**src/rtl/uart_baud_gen.sv**
```systemverilog
// Phase-accumulator UART baud generator: oversample and bit ticks with mid-bit resync.
// Optional runtime increment path enabled by UART_BAUD_GEN_INC_WR_EN.
module uart_baud_gen #(
  parameter int unsigned          ACC_WIDTH   = 16,
  parameter logic [ACC_WIDTH-1:0] INC_DEFAULT = 16'd30000,
  parameter int unsigned          OVS         = 16
) (
  input  logic                     clk,
  input  logic                     rst,
  input  logic                     en,
  input  logic                     resync,
  input  logic                     inc_wr,
  input  logic [ACC_WIDTH-1:0]     inc_data,
  output logic                     os_tick,
  output logic                     bit_tick,
  output logic [$clog2(OVS)-1:0]   os_cnt,
  output logic [ACC_WIDTH-1:0]     inc_cur,
  output logic                     inc_pend
);

  localparam int unsigned CNT_W = $clog2(OVS);

  logic [ACC_WIDTH-1:0] acc;
  logic [ACC_WIDTH:0]   sum_c;
  logic                 carry_c;

  // Carry of the enabled addition; resync suppresses it.
  always_comb begin
    sum_c   = {1'b0, acc} + {1'b0, inc_cur};
    carry_c = en & ~resync & sum_c[ACC_WIDTH];
  end

  // Accumulator, oversample phase and registered tick pulses.
  always_ff @(posedge clk or negedge rst) begin
    if (!rst) begin
      acc      <= '0;
      os_cnt   <= '0;
      os_tick  <= 1'b0;
      bit_tick <= 1'b0;
    end else begin
      os_tick  <= carry_c;
      bit_tick <= carry_c && (os_cnt == CNT_W'(OVS - 1));
      if (resync) begin
        acc    <= '0;
        os_cnt <= CNT_W'(OVS / 2);
      end else if (en) begin
        acc <= sum_c[ACC_WIDTH-1:0];
        if (carry_c) begin
          os_cnt <= os_cnt + CNT_W'(1);
        end
      end
    end
  end

`ifdef UART_BAUD_GEN_INC_WR_EN
  logic [ACC_WIDTH-1:0] inc_hold;
  logic                 commit_c;

  assign commit_c = carry_c | resync;

  // Commit uses the value pending before this edge; a coincident write becomes the next pending value.
  always_ff @(posedge clk or negedge rst) begin
    if (!rst) begin
      inc_cur  <= INC_DEFAULT;
      inc_hold <= INC_DEFAULT;
      inc_pend <= 1'b0;
    end else begin
      if (commit_c && inc_pend) begin
        inc_cur  <= inc_hold;
        inc_pend <= 1'b0;
      end
      if (inc_wr) begin
        inc_hold <= inc_data;
        inc_pend <= 1'b1;
      end
    end
  end
`else
  logic unused_inc_c;

  assign inc_cur      = INC_DEFAULT;
  assign inc_pend     = 1'b0;
  assign unused_inc_c = ^{inc_wr, inc_data};
`endif

endmodule

```
**config.mk**
```make
export PLATFORM = sky130hd
export DESIGN_NAME = uart_baud_gen
export DESIGN_NICKNAME = d
export VERILOG_FILES = /design/src/rtl/uart_baud_gen.sv
export SDC_FILE = /design/constraint.sdc
export NUM_CORES = 1
export LEC_CHECK = 0
export BUFFER_PORTS_ARGS = -buffer_cell sky130_fd_sc_hd__buf_2
export CAP_MARGIN = 15
export CORE_AREA = 3 3 73 75
export DETAILED_ROUTE_END_ITERATION = 16
export DIE_AREA = 0 0 76 78
export GPL_ROUTABILITY_DRIVEN = 1
export PLACE_DENSITY = 0.42
export SLEW_MARGIN = 30
export SYNTH_ARGS = -nofsm -noshare
export SYNTH_HDL_FRONTEND = slang
export SYNTH_SLANG_ARGS = --single-unit
```
**constraint.sdc**
```tcl
create_clock -name clk -period 2.7 [get_ports clk]
set_input_delay 0.27 -clock clk [delete_from_list [all_inputs] [get_ports clk]]
set_output_delay 0.27 -clock clk [all_outputs]
set_load 0.02 [all_outputs]
```
Word level (Yosys, flattened, before mapping)
Cells that the tools add are included.
Word-level totals
  bits of input ports: 21
  word-level logic and storage cells: 19
  flip-flop bits (word level): 22
  output and inout bits: 23
Cells by class
  add/sub/neg operators: 2
  bitwise gates (word level): 3
  equal/unequal tests: 1
  reductions and logical operators: 4
  multiplexer cells: 5
Operators with widths (number)
  $mux 16: 2
  $add 16x15->17 const B: 1
  $mux 4: 3
  $add 4x1->4 const B: 1
  $eq 4x4->1 const B: 1
  $reduce_bool 2->1: 2
  $and 1x1->1: 2
  $reduce_and 2->1: 1
  $logic_and 1x1->1: 1
  $not 1->1: 1

Depth between registers and ports, before layout
Gate-level depths: netlist of the first run.
  word-level depth: 6
  depth in mapped cells: 6
  mapped depth without buffers: 6

Least setup slack after synthesis of the first run
OpenSTA, ideal clock, no wires.
  path kind: reg-to-reg
  from: reg acc[4]
  to: reg os_cnt[0]
  arrival time: 1.525 ns
  setup slack: 1.051 ns
  stages on the path, launching flop included: 7
  path buffers: 0
  cell sequence: dfrtp_1 > inv_1 > ha_1 > and4b_4 > nor2_1 > o22ai_2 > mux2_2
Between the ends
  cells in the longest elaborated chain, start to end: 4
Ends and longest elaborated chain
  from (decl): line 23  | logic [ACC_WIDTH-1:0] acc;
  from (signal assigned): line 47  | acc <= sum_c[ACC_WIDTH-1:0];
  $add 16x15->17: line 29  | sum_c = {1'b0, acc} + {1'b0, inc_cur};
  $and 1x1->1: line 30  | carry_c = en & ~resync & sum_c[ACC_WIDTH];
  $reduce_bool 2->1 (no line)
  $reduce_and 2->1 (no line)
  to (signal assigned): line 45  | os_cnt <= CNT_W'(OVS / 2);
  to (signal assigned): line 49  | os_cnt <= os_cnt + CNT_W'(1);
  to (decl): line 16  | output logic [$clog2(OVS)-1:0] os_cnt,
No other way between the ends.
A chain may end at the register's enable or synchronous reset.

Worst setup path in the final report of the first run
Same ends and word-level chain as after synthesis.

==> flow_metrics.py, run 1 <==
metrics = {
    "routing": {
        "postRouteAntennaNets": 0,
        "vias": 847,
        "dr_wl_met2_mm": 1.07,
        "drc_markers": 0,
        "detailroute.wirelength.met3_um": 81,
        "via_per_inst": 4.30,
        "drt_iter0_markers": 73,
        "routedWlPerCell_um": 11.7,
        "drt_wl_total_mm": 2.31,
        "met1_length_mm": 1.10,
        "maxUsedRoutingLayer": "met4",
        "1st_pass_router_iterations": 4,
    },
    "die": {
        "die_y_um": 78,
        "rows": 25,
        "design.core.area_um2": 4720,
        "die-area_um2": 5930,
        "io_pins": 44,
        "initial_core_util": 0.248,
        "die_width_um": 76,
    },
    "timing": {
        "worst_setup_slack_after_layout_ps": 916,
        "finalClockSkew_ps": 2.38,
        "fmax_ghz": 0.561,
        "timing.final.crit_share": 0.661,
        "final-setup-viol-count": 0,
        "rsz0062_at_grt": "false",
        "tns_ps": 0,
        "final-max-slew-violation-count": 0,
        "timing.final.hold_violations": 0,
        "layout_min_cycle_time_ps": 1780,
    },
    "cells_and_area": {
        "mostFrequentLayoutCells": "18 x sky130_fd_sc_hd__dfrtp_1, 17 x sky130_fd_sc_hd__conb_1, 13 x sky130_fd_sc_hd__nor2_1",
        "syn2layout_area_growth_pct": 5.76,
        "utilization": 0.263,
        "finish.net_count": 155,
        "leading_cell_type_in_the_layout_fill_and_taps_excluded": "sky130_fd_sc_hd__dfrtp_1",
        "insertedDiodeCount": 0,
        "final_design_area_no_fill_um2": 1240,
        "drive_gt1_frac": 0.146,
    },
    "clock_tree": {
        "tritoncts": "yes",
        "insertion_delay_ps": 260,
        "clk_pin_slew_worst_paths_ps": 70,
        "clock-root-buffer": "sky130_fd_sc_hd__clkbuf_8",
        "tritoncts_num_sinks": 18,
        "cts_hold_buffers": 1,
        "cts.path.max_buffers": 2,
        "number_of_buffers_inserted_to_repair_setup_after_cts": 0,
        "htree_levels": 1,
        "tritoncts.num_buffers": 3,
        "cts.repair.resized": 0,
    },
    "synth": {
        "synth_top_family_by_area": "simple AND/OR/NAND/NOR gates",
        "yosys.area_share.simple": 0.205,
        "ys_async_sr_fraction": 1.00,
        "ys.warnings.count": 0,
        "synthCells": 126,
        "mappedNetlistArea_um2": 1170,
        "synthXorXnorAreaFrac": 0.0598,
        "synth_enable_flop_cells": 0,
        "postSynthRegisterBits": 18,
        "synth_compound_area_frac": 0.142,
        "synth_seq_area_share": 0.384,
        "syn_area_per_cell_um2": 9.30,
        "synth-adder-area-share": 0.0213,
        "yosysUniqueCellTypes": 43,
        "proportion_of_synthesized_area_in_mux_cells": 0.0277,
        "synth-main-ff-cell": "sky130_fd_sc_hd__dfrtp_1",
    },
    "run": {
        "max-cap-violations": 0,
    },
    "global_route": {
        "gr-usage-all-layers": 0.0840,
        "global_route_wire_length_before_repair_mm": 3.95,
        "antenna_found_initial": 0,
        "grt_remaining_overflow": 0,
        "first_global_vias": 774,
        "pin_count_of_the_biggest_net_entering_global_routing": 23,
    },
    "setup_path": {
        "ff2ff_setup_slack_ps": 920,
        "maximum_fanout_along_the_worst_path": 4,
        "worst_r2r_startpoint": "acc[4]",
        "worstSetupEndpointType": "flip-flop",
        "timing_worst_setup_path_type": "reg2reg",
        "timing.rr.end": "os_cnt[0]",
        "worst_ep_arrival_time_ps": 1930,
        "critical_path_required_ps": 2850,
        "number_of_cell_instances_on_the_worst_register_to_register_path": 6,
        "critical_path.startpoint_type": "flip-flop",
    },
    "pwr": {
        "power.density_cell_area_nw_per_um2": 532,
        "ir_worst_vdd_mv": 0.128,
        "p_leak_nw": 0.563,
    },
    "min_path": {
        "min_path_cells": 2,
        "hold_path.class": "in2reg",
        "holdCritStartpoint": "resync",
        "worst_hold_path.endpoint": "os_tick",
    },
    "placed_design": {
        "numPortBuffers": 9,
        "pre_cts_ws_ps": 911,
        "routability_cong": 0.742,
        "place_area_um2": 1190,
        "dp_hpwl_mm": 1.65,
    },
    "status": {
        "status": "finished clean",
    },
}
==> where the power goes <==
group / leakage, nW / internal, W / switching (W)
combinational: 0.305 / 0.0000545 / 0.0000829
clock: 0.0216 / 0.0000993 / 0.0000904
sequential: 0.236 / 0.000294 / 0.0000388
==> cells by family (layout without fill, tap and decap cells) <==
kind of cell / after synthesis / in the layout
AOI/OAI and AO/OA: 23 / 23
xor gates and xnor gates: 8 / 8
and+or+nand+nor: 43 / 43
buffers and inverters: 27 / 16
muxes: 3 / 3
DFF: 18 / 18
other: 2 / 17
adders and majority gates: 2 / 2
==> final cells by class <==
cell class	count	area [µm²]
fillers	505	3480
multi-input cells	96	598
flip-flops and latches	18	450
well taps	67	83.8
repair buffers	10	55.1
clock buffers	3	41.3
inverters	3	11.3
==> routing by layer <==
metal,track usage,up-vias
met5,0,-
met4,0.0543,0
met3,0.0162,5
met2,0.129,21
met1,0.108,411
li1,-,410
==> worst max-delay path, stage by stage (launching register included) <==
cell	delay, ps
sky130_fd_sc_hd__dfrtp_1	410
sky130_fd_sc_hd__inv_1	60
sky130_fd_sc_hd__ha_1	220
sky130_fd_sc_hd__and4b_4	350
sky130_fd_sc_hd__nor2_1	70
sky130_fd_sc_hd__o22ai_2	210
sky130_fd_sc_hd__mux2_2	350
==> cell usage after synthesis (2+ instances only) <==
master / number / share of area
sky130_fd_sc_hd__a21oi_1: 4 / 0.017
sky130_fd_sc_hd__and3_1: 3 / 0.016
sky130_fd_sc_hd__buf_2: 3 / 0.013
sky130_fd_sc_hd__buf_4: 18 / 0.12
sky130_fd_sc_hd__conb_1: 2 / 0.0064
sky130_fd_sc_hd__dfrtp_1: 18 / 0.38
sky130_fd_sc_hd__ha_1: 2 / 0.021
sky130_fd_sc_hd__inv_1: 3 / 0.0096
sky130_fd_sc_hd__mux2_2: 2 / 0.019
sky130_fd_sc_hd__nand2_1: 4 / 0.013
sky130_fd_sc_hd__nand2b_1: 2 / 0.011
sky130_fd_sc_hd__nand3_1: 4 / 0.017
sky130_fd_sc_hd__nand4_1: 3 / 0.016
sky130_fd_sc_hd__nor2_1: 13 / 0.042
sky130_fd_sc_hd__nor2b_1: 4 / 0.021
sky130_fd_sc_hd__nor3_1: 2 / 0.0085
sky130_fd_sc_hd__o211ai_1: 3 / 0.019
sky130_fd_sc_hd__o21ai_0: 3 / 0.013
sky130_fd_sc_hd__o31ai_1: 2 / 0.013
sky130_fd_sc_hd__or3_1: 2 / 0.011
sky130_fd_sc_hd__xnor2_1: 3 / 0.022
sky130_fd_sc_hd__xor2_1: 5 / 0.037
==> through the flow <==
| step | total power (W) | instances | hold slack (ps) |
|---|---|---|---|
| detailed placement | 0.000475 | 193 | 237 |
| floorplan | 0.000467 | 141 | -25.6 |
| CTS | 0.000670 | 197 | 413 |
| global route | 0.000706 | 197 | 437 |
| global placement | 0.000469 | 193 | 224 |
| finish | 0.000660 | 197 | 413 |
==> worst max-delay path by stage <==
stage	to	startpoint
after global routing	os_cnt[0]	acc[4]
final	os_cnt[0]	acc[4]
after CTS	os_cnt[0]	acc[4]
after global placement	os_cnt[0]	acc[4]
after floorplan	os_cnt[0]	acc[4]
after detailed placement	os_cnt[0]	acc[4]
==> sequential cells by signal, summed over array words and instances, names as in the netlist <==
register	cells
acc	12
os_cnt	4
os_tick	1
bit_tick	1
Power figures use the tool's default switching activity.
==> run 2: changes to the inputs <==
Settings changed: ABC_AREA set to 1, CORE_AREA 3 3 73 75 to 3 3 71 73, DIE_AREA 0 0 76 78 to 0 0 74 76, PLACE_DENSITY 0.42 to 0.43.
Clock period 2.7 ns to 1.7 ns, I/O delays scaled along.
==> flow_metrics.py, run 2 <==
metrics = {
    "routing": {
        "via_per_inst": 4.05,
        "drt_wl_total_mm": 2.09,
        "1st_pass_router_iterations": 4,
        "postRouteAntennaNets": 0,
        "drt_iter0_markers": 23,
        "drc_markers": 0,
        "routedWlPerCell_um": 10.1,
        "vias": 834,
    },
    "min_path": {
        "hold_path.class": "in2reg",
    },
    "cells_and_area": {
        "mostFrequentLayoutCells": "28 x sky130_fd_sc_hd__nand2_1, 20 x sky130_fd_sc_hd__nor2_1, 18 x sky130_fd_sc_hd__dfrtp_1",
        "drive_gt1_frac": 0.175,
        "max_flop_register": "acc",
        "multi_input_area_um2": 531,
        "syn2layout_area_growth_pct": 8.05,
        "finish.net_count": 178,
        "utilization": 0.274,
        "largest_reg_flops": 12,
        "leading_cell_type_in_the_layout_fill_and_taps_excluded": "sky130_fd_sc_hd__nand2_1",
        "area_of_all_sequential_standard_cells_um2": 450,
        "n_fill_cell": 495,
        "finish.cell_count_without_fillers": 206,
        "reg_top3": "acc x12, os_cnt x4",
        "insertedDiodeCount": 0,
    },
    "global_route": {
        "first_global_vias": 754,
        "gr-usage-all-layers": 0.0768,
        "grt_remaining_overflow": 0,
        "pin_count_of_the_biggest_net_entering_global_routing": 19,
        "antenna_found_initial": 0,
        "global_route_wire_length_before_repair_mm": 3.45,
    },
    "timing": {
        "rsz0062_at_grt": "false",
        "finalClockSkew_ps": 0.570,
        "timing.final.crit_share": 0.812,
        "final-max-slew-violation-count": 0,
        "layout_min_cycle_time_ps": 1380,
        "tns_ps": 0,
        "final-setup-viol-count": 0,
        "fmax_ghz": 0.725,
        "timing.final.hold_violations": 0,
    },
    "setup_path": {
        "worst_ep_arrival_time_ps": 1520,
        "timing_worst_setup_path_type": "reg2reg",
        "critical_path.max_stage_delay_ps": 380,
        "timing.critical_path.cells": "inv_1 > ha_1 > nor2_4 > nand3_2 > nand3_2 > nand2_4 > nand3_1 > o21ai_1",
        "crit_path_top_delay_cell": "sky130_fd_sc_hd__dfrtp_1",
        "critical-path-top-cell-by-count": "sky130_fd_sc_hd__nand3_2",
        "critical_path.startpoint_type": "flip-flop",
        "critical_path_required_ps": 1840,
        "worstSetupEndpointType": "flip-flop",
        "maximum_fanout_along_the_worst_path": 9,
    },
    "status": {
        "status": "finished clean",
    },
    "synth": {
        "yosysUniqueCellTypes": 23,
        "synth_enable_flop_cells": 0,
        "syn_area_per_cell_um2": 7.82,
        "yosysTopAreaCellShare": 0.403,
        "ys_async_sr_fraction": 1.00,
        "synthMostInstantiatedCell": "sky130_fd_sc_hd__nand2_1",
        "synth.largest_area_cell": "sky130_fd_sc_hd__dfrtp_1",
        "synth_seq_area_share": 0.403,
        "synthCells": 143,
        "synth-main-ff-cell": "sky130_fd_sc_hd__dfrtp_1",
        "netlist_top_cells_count": "28 x sky130_fd_sc_hd__nand2_1, 20 x sky130_fd_sc_hd__nor2_1, 18 x sky130_fd_sc_hd__buf_4, 18 x sky130_fd_sc_hd__dfrtp_1, 11 x sky130_fd_sc_hd__inv_1",
        "synth_top_cells_by_area": "sky130_fd_sc_hd__dfrtp_1 40%, sky130_fd_sc_hd__buf_4 12%, sky130_fd_sc_hd__nand2_1 9.4%",
        "postSynthRegisterBits": 18,
        "ys.warnings.count": 0,
        "mappedNetlistArea_um2": 1120,
    },
    "placed_design": {
        "post-place-cells": 201,
        "routability_cong": 0.797,
        "numPortBuffers": 9,
        "dp_hpwl_mm": 1.59,
    },
    "die": {
        "design.core.area_um2": 4410,
        "die-area_um2": 5620,
        "io_pins": 44,
        "initial_core_util": 0.253,
        "rows": 24,
        "die_y_um": 76,
        "die_width_um": 74,
    },
    "pwr": {
        "power.density_cell_area_nw_per_um2": 849,
        "p_leak_nw": 0.626,
        "ir_worst_vdd_mv": 0.418,
    },
    "clock_tree": {
        "tritoncts": "yes",
        "htree_levels": 1,
        "tritoncts_num_sinks": 18,
        "number_of_buffers_inserted_to_repair_setup_after_cts": 0,
        "insertion_delay_ps": 250,
        "tritoncts.num_buffers": 3,
        "cts.path.max_buffers": 2,
        "clock-root-buffer": "sky130_fd_sc_hd__clkbuf_8",
        "clk_pin_slew_worst_paths_ps": 70,
    },
    "run": {
        "max-cap-violations": 0,
    },
}
run 2: cell count changes in the layout (fill, tap and decap cells not counted), moves of 4 or more:
cell,before,now
sky130_fd_sc_hd__nand2_1,4,28
sky130_fd_sc_hd__inv_1,3,11
sky130_fd_sc_hd__nor2_1,13,20
sky130_fd_sc_hd__nand3_1,4,10
sky130_fd_sc_hd__xor2_1,5,0
sky130_fd_sc_hd__nand3_2,0,4
sky130_fd_sc_hd__nor2b_1,4,0
run 2: path summary, 6_finish.rpt:
path / start / to / slack (ps) / cells after the start
worst max register to register: acc[4] / os_cnt[2] / 320 / 8
worst max-delay path: acc[4] / os_cnt[2] / 320 / 8
worst min-delay path: resync / acc[7] / 230 / 4
min in group asynchronous: rst / acc[8] / 380 / 2
max in group asynchronous: rst / os_cnt[2] / 1020 / 2
worst min register to register: acc[10] / acc[10] / 490 / 1
run 2: per-layer routing:
metal | routed length (µm) | part of all wire | GRT usage | vias to the layer above
li1 | - | - | - | 437
met1 | 969 | 0.46 | 0.0995 | 379
met2 | 1000 | 0.48 | 0.124 | 18
met3 | 114 | 0.055 | 0.0277 | 0
met4 | 0 | 0 | 0.0109 | 0
met5 | 0 | 0 | 0 | -
run 2: worst max-delay path: cells and delay by family, from the launching register on:
kind                       cells  cell delay [ps]
AOI/OAI and AO/OA              1               70
adders and majority gates      1              240
and+or+nand+nor                5              530
DFF                            1              380
buffers and inverters          1               50
run 2: area by class of cell:
type,count,area share
multi-input cells,109,0.439
flip-flops and latches,18,0.373
well taps,52,0.0538
repair buffers,11,0.0518
clock buffers,4,0.0455
inverters,12,0.0373
run 2: power by group:
group | internal, W | leakage [nW] | switching (W)
Clock | 0.000206 | 0.0288 | 0.000148
Combinational | 0.0000556 | 0.359 | 0.000129
Sequential | 0.000458 | 0.239 | 0.0000296
run 2: kinds of logic (layout without fill, tap and decap cells):
family,count (synthesis),count (layout),synth area share
AO/OA/AOI/OAI,17,17,0.0805
XOR/XNOR,1,1,0.00783
adder cells (fa/ha/maj),2,2,0.0224
flip-flops,18,18,0.403
AND/OR/NAND/NOR,72,72,0.306
other,2,17,0.00671
buffers and inverters,31,27,0.173
run 2: what timing repair did:
| item | 4_1_cts | 5_1_grt |
|---|---|---|
| endpoints found under the hold margin | 18 | 0 |
| resized for setup | 0 | 0 |
| hold buffers | 1 | 0 |
run 2: per-stage QoR:
stage	area [µm²]	setup slack (ps)	hold WS, ps	power [W]
floorplan	1170	441	-126	0.000669
global placement	1140	342	138	0.000676
CTS	1210	319	221	0.00104
finish	1210	320	229	0.00103
global route	1210	202	264	0.00109
detailed placement	1140	330	137	0.000680
==> run 3: changes to the inputs <==
Clock period 1.7 ns to 1.4 ns, I/O delays scaled along.
==> flow_metrics.py, run 3 (same netlist as run 2, synthesis figures left out) <==
metrics = {
    "status": {
        "status": "finished clean",
    },
    "setup_path": {
        "worstSetupEndpointType": "flip-flop",
        "maximum_fanout_along_the_worst_path": 3,
        "worst_ep_arrival_time_ps": 1450,
        "timing_worst_setup_path_type": "reg2reg",
        "critical_path_required_ps": 1550,
        "critical_path.startpoint_type": "flip-flop",
    },
    "cells_and_area": {
        "finish.net_count": 179,
        "mostFrequentLayoutCells": "28 x sky130_fd_sc_hd__nand2_1, 20 x sky130_fd_sc_hd__nor2_1, 18 x sky130_fd_sc_hd__dfrtp_1",
        "insertedDiodeCount": 0,
        "reg_top3": "acc x12, os_cnt x4",
        "final_design_area_no_fill_um2": 1220,
        "drive_gt1_frac": 0.187,
        "syn2layout_area_growth_pct": 8.95,
        "n_fill_cell": 493,
        "area_of_all_sequential_standard_cells_um2": 450,
        "max_flop_register": "acc",
        "utilization": 0.276,
        "leading_cell_type_in_the_layout_fill_and_taps_excluded": "sky130_fd_sc_hd__nand2_1",
        "multi_input_area_um2": 533,
        "largest_reg_flops": 12,
    },
    "routing": {
        "drc_markers": 0,
        "via_per_inst": 4.08,
        "postRouteAntennaNets": 0,
        "1st_pass_router_iterations": 4,
        "vias": 845,
        "drt_iter0_markers": 35,
        "routedWlPerCell_um": 10.2,
        "drt_wl_total_mm": 2.12,
    },
    "die": {
        "initial_core_util": 0.253,
        "design.core.area_um2": 4410,
        "die_width_um": 74,
        "die_y_um": 76,
        "io_pins": 44,
        "die-area_um2": 5620,
        "rows": 24,
    },
    "global_route": {
        "first_global_vias": 754,
        "gr-usage-all-layers": 0.0768,
        "pin_count_of_the_biggest_net_entering_global_routing": 19,
        "global_route_wire_length_before_repair_mm": 3.45,
        "grt_remaining_overflow": 0,
        "antenna_found_initial": 0,
    },
    "pwr": {
        "power.total_w": 0.00125,
        "power.density_cell_area_nw_per_um2": 1030,
        "ir_worst_vdd_mv": 0.507,
        "p_leak_nw": 0.630,
    },
    "timing": {
        "finalClockSkew_ps": 0.642,
        "final-setup-viol-count": 0,
        "rsz0062_at_grt": "true",
        "layout_min_cycle_time_ps": 1300,
        "timing.final.hold_violations": 0,
        "final-max-slew-violation-count": 0,
        "tns_ps": 0,
        "finalHoldWorstSlack_ps": 199,
        "fmax_ghz": 0.768,
        "timing.final.crit_share": 0.930,
    },
    "clock_tree": {
        "tritoncts_num_sinks": 18,
        "tritoncts": "yes",
        "tritoncts.num_buffers": 3,
        "htree_levels": 1,
        "clk_pin_slew_worst_paths_ps": 70,
        "clock-root-buffer": "sky130_fd_sc_hd__clkbuf_8",
        "cts.path.max_buffers": 2,
        "insertion_delay_ps": 250,
    },
    "placed_design": {
        "dp_hpwl_mm": 1.59,
        "routability_cong": 0.797,
        "numPortBuffers": 9,
        "place_area_um2": 1140,
    },
    "run": {
        "max-cap-violations": 0,
    },
    "min_path": {
        "hold_path.class": "in2reg",
    },
}
[run 3: changes by cell type in the layout (fill, tap and decap cells not counted), sizes merged]
cell	previous run	this run
buf	10	11
[run 3: path summary, 6_finish.rpt]
path                         start   endpoint  slack (ps)  depth (start not counted)
min in group asynchronous      rst     acc[8]         350                          2
setup reg to reg            acc[5]    acc[13]         100                          7
hold reg to reg            acc[10]    acc[10]         490                          1
hold / removal              resync     acc[7]         200                          4
setup / recovery            acc[5]    acc[13]         100                          7
max in group asynchronous      rst  os_cnt[2]         750                          2
[run 3: final cells by class]
type | instances | share of cell area
multi-input cells | 109 | 0.437
inverters | 12 | 0.0370
flip-flops and latches | 18 | 0.370
repair buffers | 12 | 0.0575
well taps | 52 | 0.0534
clock buffers | 4 | 0.0452
[run 3: power by group]
part	internal (W)	switching [W]	total, W
sequential	0.000556	0.0000361	0.000592
combinational	0.0000714	0.000158	0.000229
clock	0.000250	0.000180	0.000430
total	0.000878	0.000374	0.00125
[run 3: routing by layer]
layer,up-vias,global-route usage,wire (µm)
li1,441,-,-
met1,388,0.0995,990
met2,16,0.124,1020
met3,0,0.0277,108
met4,0,0.0109,0
met5,-,0,0
[run 3: what timing repair did]
action	CTS	global route
buffers inserted	0	1
hold buffers	1	0
endpoints found under the hold margin	18	0
endpoints found under the setup margin	0	9
resized for setup	0	1
[run 3: critical path, cell delays in order (launching register included)]
cell	delay, ps
sky130_fd_sc_hd__dfrtp_1	390
sky130_fd_sc_hd__nor2_1	200
sky130_fd_sc_hd__nor2_2	80
sky130_fd_sc_hd__or2_1	250
sky130_fd_sc_hd__nand2_1	100
sky130_fd_sc_hd__nand3_1	70
sky130_fd_sc_hd__nand2_1	70
sky130_fd_sc_hd__nor2_1	40
[run 3: stage by stage]
step                cells  worst slack (ps)
global placement      201              41.7
CTS                   206              18.6
floorplan             158               141
finish                207              98.1
detailed placement    201              29.9
global route          207             -15.2
